==> config.mk <==
export PLATFORM = sky130hd
export DESIGN_NAME = hazard_ctrl_flat
export DESIGN_NICKNAME = d
export VERILOG_FILES = /design/src/rtl/hazard_ctrl_if.sv /design/src/rtl/hazard_ctrl.sv /design/src/flat_wrapper.sv
export SDC_FILE = /design/constraint.sdc
export NUM_CORES = 1
export LEC_CHECK = 0
export ABC_AREA = 1
export CELL_PAD_IN_SITES_DETAIL_PLACEMENT = 2
export CELL_PAD_IN_SITES_GLOBAL_PLACEMENT = 2
export CORE_ASPECT_RATIO = 0.9
export CORE_MARGIN = 4
export CORE_UTILIZATION = 13
export CTS_BUF_LIST = sky130_fd_sc_hd__clkbuf_8
export CTS_CLUSTER_DIAMETER = 30
export DETAILED_ROUTE_END_ITERATION = 10
export PLACE_DENSITY = 0.79
export SLEW_MARGIN = 40
export SYNTH_ARGS = -nofsm -noshare
export SYNTH_HDL_FRONTEND = slang
export SYNTH_SLANG_ARGS = --single-unit
export TNS_END_PERCENT = 30
==> constraint.sdc <==
create_clock -name clk -period 1.16 [get_ports clk]
set_input_delay 0.232 -clock clk [delete_from_list [all_inputs] [get_ports clk]]
set_output_delay 0.232 -clock clk [all_outputs]
set_load 0.02 [all_outputs]
==> src/rtl/hazard_ctrl_if.sv <==
// Hazard-controller handshake bundle: decode/execute observations in, pipeline
// stall/flush enables out.
interface hazard_ctrl_if #(
    parameter int OPTYPE_W = 6,
    parameter int REG_W    = 5
);
    logic [OPTYPE_W-1:0] dOptype;
    logic [REG_W-1:0]    dRd;
    logic [REG_W-1:0]    fRs1;
    logic [REG_W-1:0]    fRs2;
    logic                fUse1;
    logic                fUse2;
    logic                eRedirect;
    logic                pcStall;
    logic                fStall;
    logic                dStall;
    logic                fFlush;
    logic                dFlush;
    logic                eFlush;
    logic                busy;

    modport master (
        output dOptype, dRd, fRs1, fRs2, fUse1, fUse2, eRedirect,
        input  pcStall, fStall, dStall, fFlush, dFlush, eFlush, busy
    );

    modport slave (
        input  dOptype, dRd, fRs1, fRs2, fUse1, fUse2, eRedirect,
        output pcStall, fStall, dStall, fFlush, dFlush, eFlush, busy
    );
endinterface

==> src/rtl/hazard_ctrl.sv <==
// Pipeline hazard controller: multi-bubble load-use, multi-cycle MDU occupancy
// of E, and branch/jump redirect flushes, with a small counter FSM.
module hazard_ctrl #(
    parameter int OPTYPE_W     = 6,
    parameter int REG_W        = 5,
    parameter int LOAD_BUBBLES = 1,
    parameter int MDU_LAT      = 4,
    parameter int MDU_OP_LO    = 36,
    parameter int MDU_OP_HI    = 43
) (
    input  logic          clk,
    input  logic          rst,
    hazard_ctrl_if.slave  hz
);
    localparam int MAX_CNT = (LOAD_BUBBLES > MDU_LAT) ? LOAD_BUBBLES : MDU_LAT;
    localparam int CNT_W   = ($clog2(MAX_CNT) < 1) ? 1 : $clog2(MAX_CNT);

    typedef enum logic [1:0] {
        IDLE    = 2'd0,
        LU_WAIT = 2'd1,
        MDU_RUN = 2'd2
    } state_t;

    state_t           state_q, state_d;
    logic [CNT_W-1:0] cnt_q, cnt_d;

    logic is_load_s, is_mdu_s, lu_hit_s;
    logic pc_stall_s, f_stall_s, d_stall_s, f_flush_s, d_flush_s, e_flush_s, busy_s;

    function automatic logic is_load_op(input logic [OPTYPE_W-1:0] op);
        return (op >= OPTYPE_W'(21)) && (op <= OPTYPE_W'(25));
    endfunction

    // Classify the ID/EX instruction and detect a dependent consumer in IF/ID.
    always_comb begin
        is_load_s = is_load_op(hz.dOptype);
        is_mdu_s  = (hz.dOptype >= OPTYPE_W'(MDU_OP_LO)) && (hz.dOptype <= OPTYPE_W'(MDU_OP_HI));
        lu_hit_s  = is_load_s && (hz.dRd != {REG_W{1'b0}}) &&
                    ((hz.fUse1 && (hz.fRs1 == hz.dRd)) || (hz.fUse2 && (hz.fRs2 == hz.dRd)));
    end

    // Next-state, counter and stall/flush enables.
    always_comb begin
        state_d    = state_q;
        cnt_d      = cnt_q;
        pc_stall_s = 1'b0;
        f_stall_s  = 1'b0;
        d_stall_s  = 1'b0;
        f_flush_s  = 1'b0;
        d_flush_s  = 1'b0;
        e_flush_s  = 1'b0;
        case (state_q)
            IDLE: begin
                if (hz.eRedirect) begin
                    f_flush_s = 1'b1;
                    d_flush_s = 1'b1;
                end else if (lu_hit_s) begin
                    pc_stall_s = 1'b1;
                    f_stall_s  = 1'b1;
                    d_flush_s  = 1'b1;
                    if (LOAD_BUBBLES > 1) begin
                        cnt_d   = CNT_W'(LOAD_BUBBLES - 2);
                        state_d = LU_WAIT;
                    end else begin
                        state_d = IDLE;
                    end
                end else if (is_mdu_s) begin
                    pc_stall_s = 1'b1;
                    f_stall_s  = 1'b1;
                    d_stall_s  = 1'b1;
                    e_flush_s  = 1'b1;
                    cnt_d      = CNT_W'(MDU_LAT - 2);
                    state_d    = MDU_RUN;
                end else begin
                    state_d = IDLE;
                end
            end
            LU_WAIT: begin
                // E holds a bubble here, so a redirect is not expected, but it still wins.
                if (hz.eRedirect) begin
                    f_flush_s = 1'b1;
                    d_flush_s = 1'b1;
                    cnt_d     = {CNT_W{1'b0}};
                    state_d   = IDLE;
                end else begin
                    pc_stall_s = 1'b1;
                    f_stall_s  = 1'b1;
                    d_flush_s  = 1'b1;
                    if (cnt_q == {CNT_W{1'b0}}) begin
                        state_d = IDLE;
                    end else begin
                        cnt_d = cnt_q - CNT_W'(1);
                    end
                end
            end
            MDU_RUN: begin
                if (cnt_q != {CNT_W{1'b0}}) begin
                    pc_stall_s = 1'b1;
                    f_stall_s  = 1'b1;
                    d_stall_s  = 1'b1;
                    e_flush_s  = 1'b1;
                    cnt_d      = cnt_q - CNT_W'(1);
                end else begin
                    state_d = IDLE;
                end
            end
            default: begin
                state_d = IDLE;
                cnt_d   = {CNT_W{1'b0}};
            end
        endcase
        busy_s = (state_q != IDLE);
        if (rst) begin
            pc_stall_s = 1'b0;
            f_stall_s  = 1'b0;
            d_stall_s  = 1'b0;
            f_flush_s  = 1'b0;
            d_flush_s  = 1'b0;
            e_flush_s  = 1'b0;
            busy_s     = 1'b0;
        end else begin
            busy_s = busy_s;
        end
    end

    // State and counter registers with synchronous reset.
    always_ff @(posedge clk) begin
        if (rst) begin
            state_q <= IDLE;
            cnt_q   <= {CNT_W{1'b0}};
        end else begin
            state_q <= state_d;
            cnt_q   <= cnt_d;
        end
    end

    assign hz.pcStall = pc_stall_s;
    assign hz.fStall  = f_stall_s;
    assign hz.dStall  = d_stall_s;
    assign hz.fFlush  = f_flush_s;
    assign hz.dFlush  = d_flush_s;
    assign hz.eFlush  = e_flush_s;
    assign hz.busy    = busy_s;
endmodule

==> src/flat_wrapper.sv <==
// flat-port wrapper written by rule: the top's interface ports become plain ports
module hazard_ctrl_flat 
#(
    parameter int OPTYPE_W     = 6,
    parameter int REG_W        = 5,
    parameter int LOAD_BUBBLES = 1,
    parameter int MDU_LAT      = 4,
    parameter int MDU_OP_LO    = 36,
    parameter int MDU_OP_HI    = 43
)
  (clk, rst, hz_dOptype, hz_dRd, hz_fRs1, hz_fRs2, hz_fUse1, hz_fUse2, hz_eRedirect, hz_pcStall, hz_fStall, hz_dStall, hz_fFlush, hz_dFlush, hz_eFlush, hz_busy);
  hazard_ctrl_if #(.OPTYPE_W(OPTYPE_W), .REG_W(REG_W)) hz_i ();
  input  logic clk;
  input  logic rst;
  input wire logic [$bits(hz_i.dOptype)-1:0] hz_dOptype;
  input wire logic [$bits(hz_i.dRd)-1:0] hz_dRd;
  input wire logic [$bits(hz_i.fRs1)-1:0] hz_fRs1;
  input wire logic [$bits(hz_i.fRs2)-1:0] hz_fRs2;
  input wire logic [$bits(hz_i.fUse1)-1:0] hz_fUse1;
  input wire logic [$bits(hz_i.fUse2)-1:0] hz_fUse2;
  input wire logic [$bits(hz_i.eRedirect)-1:0] hz_eRedirect;
  output wire logic [$bits(hz_i.pcStall)-1:0] hz_pcStall;
  output wire logic [$bits(hz_i.fStall)-1:0] hz_fStall;
  output wire logic [$bits(hz_i.dStall)-1:0] hz_dStall;
  output wire logic [$bits(hz_i.fFlush)-1:0] hz_fFlush;
  output wire logic [$bits(hz_i.dFlush)-1:0] hz_dFlush;
  output wire logic [$bits(hz_i.eFlush)-1:0] hz_eFlush;
  output wire logic [$bits(hz_i.busy)-1:0] hz_busy;
  assign hz_i.dOptype = hz_dOptype;
  assign hz_i.dRd = hz_dRd;
  assign hz_i.fRs1 = hz_fRs1;
  assign hz_i.fRs2 = hz_fRs2;
  assign hz_i.fUse1 = hz_fUse1;
  assign hz_i.fUse2 = hz_fUse2;
  assign hz_i.eRedirect = hz_eRedirect;
  assign hz_pcStall = hz_i.pcStall;
  assign hz_fStall = hz_i.fStall;
  assign hz_dStall = hz_i.dStall;
  assign hz_fFlush = hz_i.fFlush;
  assign hz_dFlush = hz_i.dFlush;
  assign hz_eFlush = hz_i.eFlush;
  assign hz_busy = hz_i.busy;
  hazard_ctrl #(.OPTYPE_W(OPTYPE_W), .REG_W(REG_W), .LOAD_BUBBLES(LOAD_BUBBLES), .MDU_LAT(MDU_LAT), .MDU_OP_LO(MDU_OP_LO), .MDU_OP_HI(MDU_OP_HI)) u_core (.clk(clk), .rst(rst), .hz(hz_i));
endmodule
## Word level (Yosys, flattened, before mapping)

Index checks and enable logic that the tools add are counted.

| storage, ports and cells | value |
|---|---|
| bits in registers | 4 |
| bits in writable memories | 0 |
| memory bits (read-only) | 0 |
| bits of input ports | 26 |
| memories | 0 |
| bits in latches | 0 |
| output and inout bits | 7 |

| cells by class | value |
|---|---|
| divide/modulo/power cells | 0 |
| reduce and logical (&&, ||, !) cells | 15 |
| shift-type cells | 0 |
| add/subtract/negate cells | 1 |
| eq/ne operators | 11 |
| $lt $le $gt $ge | 4 |
| multiplexer cells | 33 |
| bitwise gates (word level) | 0 |
| $mul | 0 |

Operator list:

| kind | count |
|---|---|
| 2-bit two-way mux | 12 |
| 1-bit two-way mux | 16 |
| 2-bit case mux with 3 select lines | 2 |
| 5-bit == test | 2 |
| 6-bit by 5-bit greater-or-equal comparator with 1-bit output, second input constant | 1 |
| 6-bit greater-or-equal comparator, second input constant | 1 |
| 6-bit by 5-bit <= comparator with 1-bit output, second input constant | 1 |
| 6-bit <= comparator, second input constant | 1 |
| 1-bit logical AND | 6 |
| 2-bit inequality test, second input constant | 3 |
| 5-bit AND reduction | 1 |
| 5-bit nonzero test | 1 |
| 2-bit zero test | 2 |
| 2-bit by 1-bit inequality test with 1-bit output, second input constant | 2 |
| 1-bit case mux with 2 select lines | 2 |
| 2-bit nonzero test | 2 |
| 3-bit by 2-bit inequality test with 1-bit output, second input constant | 1 |
| 3-bit inequality test, second input constant | 1 |
| 1-bit case mux with 3 select lines | 1 |
| 3-bit AND reduction | 1 |
| 2-bit by 1-bit == test with 1-bit output, second input constant | 1 |
| 2-bit == test, second input constant | 1 |
| 2-bit OR reduction | 1 |
| 2-bit by 1-bit subtractor with 2-bit output, second input constant | 1 |
| 1-bit logical OR | 1 |

## Depth between registers and ports, before layout

| depth | value |
|---|---|
| depth after elaboration | 8 |
| mapped depth | 9 |

## Least setup slack after synthesis

Ideal clock, no wire load.

| timing | value |
|---|---|
| path kind | reg-to-output |
| from | reg u_core.cnt_q[0] |
| to | out hz_pcStall |
| buffers on the path | 1 |
| setup slack | -0.358 ns |
| required time | 0.928 ns |
| data arrival time | 1.286 ns |
| stages on the path, launching flop included | 7 |
| path through | dfxtp_1 inv_1 ha_1 nand2_1 nand3_1 nor2_1 buf_4 |

| between the ends | value |
|---|---|
| word-level cells in the longest chain between the ends | 4 |

Ends and longest elaborated chain:

| element | line | RTL |
|---|---|---|
| start: declaration | hazard_ctrl.sv:25 | `logic [CNT_W-1:0] cnt_q, cnt_d;` |
| start signal: assignment | hazard_ctrl.sv:130 | `cnt_q <= {CNT_W{1'b0}};` |
| start signal: assignment | hazard_ctrl.sv:133 | `cnt_q <= cnt_d;` |
| 2-bit nonzero test | hazard_ctrl.sv:97 | `if (cnt_q != {CNT_W{1'b0}}) begin` |
| 1-bit two-way mux | n/a |  |
| 1-bit case mux with 3 select lines | n/a |  |
| 1-bit two-way mux | n/a |  |
| end: declaration | flat_wrapper.sv:22 | `output wire logic [$bits(hz_i.pcStall)-1:0] hz_pcStall;` |

No other way between the ends.

## Worst setup path after layout

| timing | value |
|---|---|
| from | in hz_dRd[0] |
| to | out hz_dFlush |

| between the ends | value |
|---|---|
| word-level cells in the longest chain between the ends | 8 |

Ends and longest elaborated chain:

| element | line | RTL |
|---|---|---|
| start: declaration | flat_wrapper.sv:16 | `input wire logic [$bits(hz_i.dRd)-1:0] hz_dRd;` |
| 5-bit == test | hazard_ctrl.sv:39 | `((hz.fUse1 && (hz.fRs1 == hz.dRd)) \|\| (hz.fUse2 && (hz.fRs2 == hz.dRd)));` |
| 1-bit logical AND | hazard_ctrl.sv:39 |  |
| 1-bit logical OR | hazard_ctrl.sv:39 |  |
| 1-bit logical AND (*) | hazard_ctrl.sv:38 | `lu_hit_s = is_load_s && (hz.dRd != {REG_W{1'b0}}) &&` |
| 1-bit two-way mux (*) | hazard_ctrl.sv:57 | `end else if (lu_hit_s) begin` |
| 1-bit two-way mux (*) | hazard_ctrl.sv:54 | `if (hz.eRedirect) begin` |
| 1-bit case mux with 2 select lines (*) | hazard_ctrl.sv:52 | `case (state_q)` |
| 1-bit two-way mux (*) | hazard_ctrl.sv:113 | `if (rst) begin` |
| end: declaration | flat_wrapper.sv:26 | `output wire logic [$bits(hz_i.dFlush)-1:0] hz_dFlush;` |

Every way passes the cells marked *; elsewhere a longest branch is shown, timed or not.

==> out/qor.txt <==
Outcome = finished with violations
Violated checks = setup timing
Crit-path slowest cell = buf_4
# port buffers = 32
Initial core utilization = 0.140
CTS Root Cell = clkbuf_8
Final Critical Period = 1410 ps
VDD IR max = 0.304 mV
M1 GR Usage = 0.120
CP endpoint kind = output port
Area of the die = 4780 µm²
Leakage power = 0.588 nW
Max-cap violations = 0
CTS Buf Count = 3
Worst hold endpoint = u_core.state_q[1]
DRC errors left = 0
Critical R2R Launch = u_core.cnt_q[0]
Comb power frac = 0.463
Post-synth EDFFs = 0
Drt pass-1 iters = 4
Sequential-to-total area share from yosys stat = 0.124
GRT Total Usage = 0.107
R2R setup slack = 40 ps
Antenna violations before repair = 0
Cell Rows = 20
Design Power = 779 µW
Sw frac = 0.348
Hold Crit Start = rst
Die height = 66.0 µm
#FFs+latches synth = 3
Total number of clock tree sinks = 3
Clk pin slew, worst setup/hold paths = 40 ps
Clock power share = 0.393
Synth Flop Type = dfxtp_1
Final worst slack = -248 ps
R2r endpoint = u_core.cnt_q[1]
Synth unique cells = 16
Area Growth Syn to Fin = 141%
CP max stage delay = 160 ps
Worst Tran Pin Value = 209 ps
Grt peak-use layer = met2
Placed wire-length estimate = 2040 µm
Routability cong. = 0.718
Drt wl/cell = 14.3 µm
Area leader, netlist = nand2_1
H-tree levels = 1
Ys async rst share = 0
GR Layer Usage met2 = 0.208
RSZ-0062 raised after global routing = yes
Overflow left after global routing = 0
Syn Inst Count = 100
Crit path DAT = 1180 ps
Area contributors post-synth = nand2_1 29%, inv_1 17%, nor2_1 13%
Core box area = 3480 µm²
Avg Synthesized Cell Area = 4.85 µm²
Setup violators final = 7
Critical-path cell list = buf_6 -> nand2_1 -> nand2_1 -> nor2_2 -> nand3_2 -> nand2_2 -> nand3_2 -> a21oi_2 -> buf_4
Share of cells above drive strength 1 = 0.707
Worst setup SP type = input port
Vias per cell = 4.16
Diode count = 0
Vias in the first global route = 887
First-pass GRT wire length = 4040 µm
Max FO, Critical Path = 5
Mapped Area = 485 µm²
Final nets = 175
Yosys top cell area share = 0.294
Worst hold stages = 3
Int Power = 507 µW
Clock Path Buffers = 2
Cell with the most instances after synthesis = nand2_1
Largest net degree at the start of global routing = 7
Met3 Usage GRT = 0.0137
Ports = 33
Synth Warn # = 0
Worst Reg-to-Reg Cells = 9
Peak Freq = 710 MHz
Placed cell areas = 988 µm²
Later-pin clock latency in the skew report = 220 ps
Net switching power = 271 µW
Power per Cell Area = 664 nW/µm²
Hold Fails Final Rpt = 0
Post-Route WL = 2740 µm
Layout Skew = 5.14 ps
Die width = 72.4 µm
Fin area = 1170 µm²
Tcrit/Tclk final = 1.21
Hold WC Path Type = input port to flop
Register share of total power = 0.144
Max Slew Vio Count = 0
Synth cell count leaders = 38 x nand2_1, 22 x inv_1, 17 x nor2_1
CTS tree = done
Total Neg Setup Slack = -1280 ps
Critical path class = input port to output port
Syn nets = 127
Post-route ant nets = 0
1st-iter DRT viols = 18
Routed vias = 795
Critical Path RT = 930 ps
Max-slew headroom = 0.860
FILL cells = 414
[kinds of logic (layout without fill, tap and decap cells)]
| family | count (synthesis) | after routing | synth area share |
|---|---|---|---|
| buf+inv | 24 | 71 | 0.201 |
| flops | 3 | 3 | 0.124 |
| simple gates | 67 | 67 | 0.575 |
| fa+ha+maj | 1 | 1 | 0.0258 |
| compound gates | 5 | 5 | 0.0748 |
[cells in the final DEF (no fill, tap or decap), types with 2 or more instances in the layout]
cell type	synthesis	routed
buf_8	0	2
buf_2	0	8
nor2_1	17	5
buf_6	0	14
inv_4	0	4
clkbuf_8	0	3
inv_2	0	8
clkbuf_2	0	2
nand3_2	0	4
nand2_1	38	21
nor2_4	0	7
dfxtp_2	0	3
buf_4	2	16
nand2_2	1	17
inv_1	22	11
nor2_2	1	6
[power groups by stage]
| stage | clock network [mW] | logic (mW) | registers, mW |
|---|---|---|---|
| 5_1_grt | 0.315 | 0.394 | 0.113 |
| 6_report | 0.306 | 0.361 | 0.112 |
| 3_3_place_gp | 0 | 0.283 | 0.112 |
| 2_1_floorplan | 0 | 0.126 | 0.113 |
| 3_5_place_dp | 0 | 0.297 | 0.112 |
| 4_1_cts | 0.316 | 0.298 | 0.112 |
[through the flow]
step	hold WS [ps]	worst slack, ps	util	cells
after floorplan	297	-74.7	-	100
final	436	-248	0.337	191
after global placement	520	-1210	0.284	186
after detailed placement	547	-1270	0.284	186
after CTS	553	-254	0.296	191
after global routing	454	-324	0.337	191
[state kept, by name, summed over array words and instances, names as in the netlist]
| name | cells |
|---|---|
| u_core.cnt_q | 2 |
| u_core.state_q | 1 |
[layer usage]
| metal | vias up | share of wire |
|---|---|---|
| met2 | 15 | 0.57 |
| met3 | 4 | 0.026 |
| met1 | 387 | 0.38 |
| met4 | 0 | 0.019 |
| li1 | 389 | - |
| met5 | - | 0 |
[critical path, delay by kind of cell]
| family | cells | cell delay, ps |
|---|---|---|
| AO/OA/AOI/OAI | 1 | 130 |
| buffers and inverters | 2 | 270 |
| AND/OR/NAND/NOR | 6 | 560 |
[layout make-up]
cell class	count	area, µm²	area share
clock inverter	1	3.75	0.00320
timing repair buffer	45	389	0.332
multi-input combinational	73	527	0.449
tap	44	55.1	0.0470
sequential	3	63.8	0.0544
inverter	22	92.6	0.0790
clock buffer	3	41.3	0.0352
[repair_timing]
item,4_1_cts,5_1_grt
hold buffers,0,0
setup endpoints to repair,10,9
buffers inserted,2,0
gates resized for setup,155,50
pin swaps,38,32
[how the worst max path moves through the flow]
stage                               start         to  cells past startpoint
after global routing           hz_fRs1[0]  hz_dFlush                     10
after CTS                 u_core.cnt_q[0]  hz_fStall                      6
after detailed placement        hz_dRd[1]  hz_dFlush                     10
final                           hz_dRd[0]  hz_dFlush                      9
after floorplan             hz_dOptype[3]  hz_eFlush                      6
after global placement          hz_dRd[1]  hz_dFlush                     10
(Power assumes the default switching activity.)
